==> src/rtl/sat_counter.sv <==
// Saturating up-counter; a synchronous clear wins over a simultaneous increment.
module sat_counter #(
  parameter int unsigned   W   = 8,
  parameter logic [W-1:0]  MAX = '1
) (
  input  logic         clk,
  input  logic         reset,
  input  logic         clr,
  input  logic         inc,
  output logic [W-1:0] q
);

  always_ff @(posedge clk or posedge reset) begin
    if (reset) begin
      q <= '0;
    end else if (clr) begin
      q <= '0;
    end else if (inc && (q != MAX)) begin
      q <= q + 1'b1;
    end
  end

endmodule

==> config.mk <==
export PLATFORM = sky130hd
export DESIGN_NAME = sat_counter
export DESIGN_NICKNAME = d
export VERILOG_FILES = /design/src/rtl/sat_counter.sv
export SDC_FILE = /design/constraint.sdc
export NUM_CORES = 1
export LEC_CHECK = 0
export BUFFER_PORTS_ARGS = -buffer_cell sky130_fd_sc_hd__buf_2
export CORE_AREA = 2 2 39 41
export CTS_CLUSTER_DIAMETER = 60
export CTS_CLUSTER_SIZE = 8
export DETAILED_ROUTE_END_ITERATION = 10
export DIE_AREA = 0 0 41 43
export PLACE_DENSITY = 0.62
export SYNTH_ARGS = -nofsm -noshare
export SYNTH_HDL_FRONTEND = slang
export SYNTH_SLANG_ARGS = --single-unit
==> constraint.sdc <==
create_clock -name clk -period 1.9 [get_ports clk]
set_input_delay 0.38 -clock clk [delete_from_list [all_inputs] [get_ports clk]]
set_output_delay 0.38 -clock clk [all_outputs]
set_load 0.02 [all_outputs]
; ---- After elaboration in Yosys (flattened, before gate mapping)
; Index checks and enable logic that the tools add are counted.
[totals]
ff_bits = 8
inputBits = 4
out_inout_bits = 8
[op_classes]
add_sub_neg = 1
mux = 2
reduce_logical = 2
eq_ne = 1
[op_table]
columns = op, count
row1 = two-way mux 8 bit, 2
row2 = adder 8 x 1 -> 8 bit (second input constant), 1
row3 = inequality test 8 bit (second input constant), 1
row4 = nonzero test 2 bit, 1
row5 = logical AND 1 bit, 1

; ---- Longest topological paths before layout
[depth]
word_depth = 4
mapped_depth = 4
depth_no_buf = 4

; ---- Worst setup path before layout
; No wires, ideal clock.
[synth_timing]
path_kind = register -> register
start = register q[0]
end = register q[5]
setup_time_ns = 0.125
period_less_slack_ns = 1.646
path_stages_with_launch = 5
arrival_time_ns = 1.521
required_time_ns = 1.775
slack_ns = 0.254
cell_sequence = dfrtp_1 > ha_1 > and3_1 > a211oi_2 > mux2_4
[synth_via]
elab_chain_cells = 3
[synth_rtl]
columns = item, line_no
row1 = from (decl), 10  ; output logic [W-1:0] q
row2 = from (signal assigned), 19  ; q <= q + 1'b1;
row3 = adder 8 x 1 -> 8 bit / inequality test 8 bit (equally long branches), "19, 18"
row4 = two-way mux 8 bit / logical AND 1 bit (equally long branches), 18  ; end else if (inc && (q != MAX)) begin
row5 = two-way mux 8 bit / nonzero test 2 bit (equally long branches), --
; Parallel ways exist; a longest one is shown, timed or not. The select of a mux whose other input is x is not followed.
; A chain may end at the register's enable or synchronous reset.

; ---- Worst setup path in the final report
; Same ends and word-level chain as after synthesis.

==> reports/qor.txt <==
Synth Net Count: 54
EDFF count, synth: 0
Max reg flops: 8
Most common flop cell mapped by yosys: dfrtp_1
Setup Buffers After CTS: 0
# hold bufs at CTS: 0
Relative slew slack: 0.772
DR iter-0 viols: 20
Top routing layer in use: met4
First-pass GRT wire length: 1.74 mm
Synth cell types: 25
Count leader, synth: dfrtp_1
Routed WL per cell: 13.3 µm
Start of the worst register-to-register path: q[0]$_DFFE_PP0P_
Vias: 421
CP arrival: 1780 ps
Share of Yosys cell area claimed by the top area cell type: 0.397
Worst Setup EP: q[5]$_DFFE_PP0P_
Max Slew Vio Count: 0
Worst Max-Slew Pin Slew: 341 ps
Synthesized area per cell: 10.3 µm²
Area grow syn2layout: 16.4%
Initial Util: 0.364
Maximum VDD drop: 0.303 mV
Detail Route met2 WL: 422 µm
RD Place Congestion: 0.788
Top flop regs: q: 8 flops
Maxcap violations: 0
N_diodes: 0
Synth area leaders: dfrtp_1, mux2_4, nor2b_1, a21oi_2, nand2_1
Achievable clock frequency: 614 MHz
Post-CTS Resized: 0
First-pass detailed-route iteration total: 4
Req. time, crit path: 2050 ps
Cell count after synthesis: 49
Die Wd: 41 µm
Clock transition at path regs: 60 ps
Path depth of the worst reg2reg path: 4
Worst r2r dst: q[5]$_DFFE_PP0P_
Status: complete, no violations
Pwr dens: 610 nW/µm²
Cell accounting for the most synthesized area: dfrtp_1
Number of antenna violations at the first check in global routing: 0
Hold Crit Class: in2async
Largest Register: q
Met3 wire len: 59 µm
TritonCTS Sinks: 8
Ys Warns: 0
Sequential area share after synthesis: 0.397
Crit path from: q[0]$_DFFE_PP0P_
H-tree Lvls: 1
# rows: 14
Core Area: 1380 µm²
Share of cells above drive strength 1: 0.361
Final Skew: 2.33 ps
Die ar.: 1760 µm²
Final nets: 68
CTS tree: yes
Hold WS: 60.7 ps
Largest net degree at the start of global routing: 11
Total global routing overflow: 0
Final setup viols: 0
Critical Path Fanout Max: 5
#FFs+latches synth: 8
Longest Clk Path Bufs: 2
Fillers: 141
RSZ-0062 raised after global routing: false
Die height: 43 µm
Synthesized cell area: 504 µm²
Period utilization: 0.857
CP Launch Type: flop
Number of CTS-inserted buffers: 3
I/O Pins: 12
IO Port Bufs: 11
Clk_lat worst skew: 260 ps
Leak: 0.302 nW
M1 wire length: 499 µm
Post-DP HPWL: 726 µm
Setup TNS: 0 ps
Minimum clock period: 1630 ps
DR DRC count: 0
Setup crit end kind: flop
Post-DR vias/cell: 5.47
Total Wirelength: 1.02 mm
Flop-to-flop setup slack: 270 ps
Vias in the first global route: 400
Top cells by count, synth: dfrtp_1, mux2_4, nand2_1, nor2_1, nor2b_1
DRT antenna net count: 0
Async SR Flop Fraction: 1.00
Final Hold Fails: 0
Root buf cell: clkbuf_4
Gr usage total: 0.147
Critical path type: reg2reg
-- kinds of logic after synthesis --
family | after synthesis | share of synthesized area
AOI/OAI and AO/OA | 9 | 0.156
adders and majority gates | 1 | 0.0248
and+or+nand+nor | 22 | 0.238
muxes | 5 | 0.139
DFF | 8 | 0.397
buffers and inverters | 4 | 0.0447
-- how the worst min path moves through the flow --
stage,endpoint,slack [ps],cells past startpoint
after detailed placement,q[3]$_DFFE_PP0P_,350,2
after CTS,q[3]$_DFFE_PP0P_,70,2
final,q[3]$_DFFE_PP0P_,60,2
after global routing,q[3]$_DFFE_PP0P_,100,2
after global placement,q[3]$_DFFE_PP0P_,350,2
after floorplan,q[0]$_DFFE_PP0P_,200,1
-- metal layers --
layer / vias up / GRT usage
li1: 200 / -
met1: 205 / 0.216
met2: 11 / 0.184
met3: 5 / 0.0314
met4: 0 / 0.100
met5: - / 0
-- placed cells by master (no fill, tap or decap), types with 2 or more instances in the layout --
| cell | instances |
|---|---|
| nor2_1 | 4 |
| nand2_1 | 4 |
| nor2b_1 | 4 |
| nand3_1 | 2 |
| buf_2 | 11 |
| dfrtp_1 | 8 |
| a21oi_1 | 2 |
| a21oi_2 | 2 |
| mux2_4 | 4 |
| nand4_1 | 2 |
| inv_1 | 2 |
| clkbuf_4 | 3 |
-- area by class of cell --
cell class | count | area (µm²) | share of cell area
clock buffer | 3 | 22.5 | 0.0384
inverter | 2 | 7.51 | 0.0128
multi-input combinational | 37 | 282 | 0.480
sequential | 8 | 200 | 0.341
tap | 16 | 20.0 | 0.0341
timing repair buffer | 11 | 55.1 | 0.0938
-- through the flow --
step | worst slack [ps] | total power [mW] | utilization | area [µm²] | std cells
final | 272 | 0.358 | 0.424 | 587 | 77
after global routing | 185 | 0.373 | 0.424 | 587 | 77
after CTS | 269 | 0.359 | 0.424 | 587 | 77
after detailed placement | 288 | 0.220 | 0.408 | 564 | 74
after global placement | 329 | 0.220 | 0.408 | 564 | 74
after floorplan | 254 | 0.207 | - | 504 | 49
-- power breakdown --
part / switching (mW) / internal [mW] / total (mW)
Sequential: 0.00471 / 0.174 / 0.179
Combinational: 0.0224 / 0.0147 / 0.0372
Clock: 0.0686 / 0.0730 / 0.142
-- worst max-delay path: stages, from the launching register on --
cell	delay, ps
dfrtp_1	420
ha_1	270
and3_1	260
a211oi_2	260
mux2_4	310
Power figures use the tool's default switching activity.
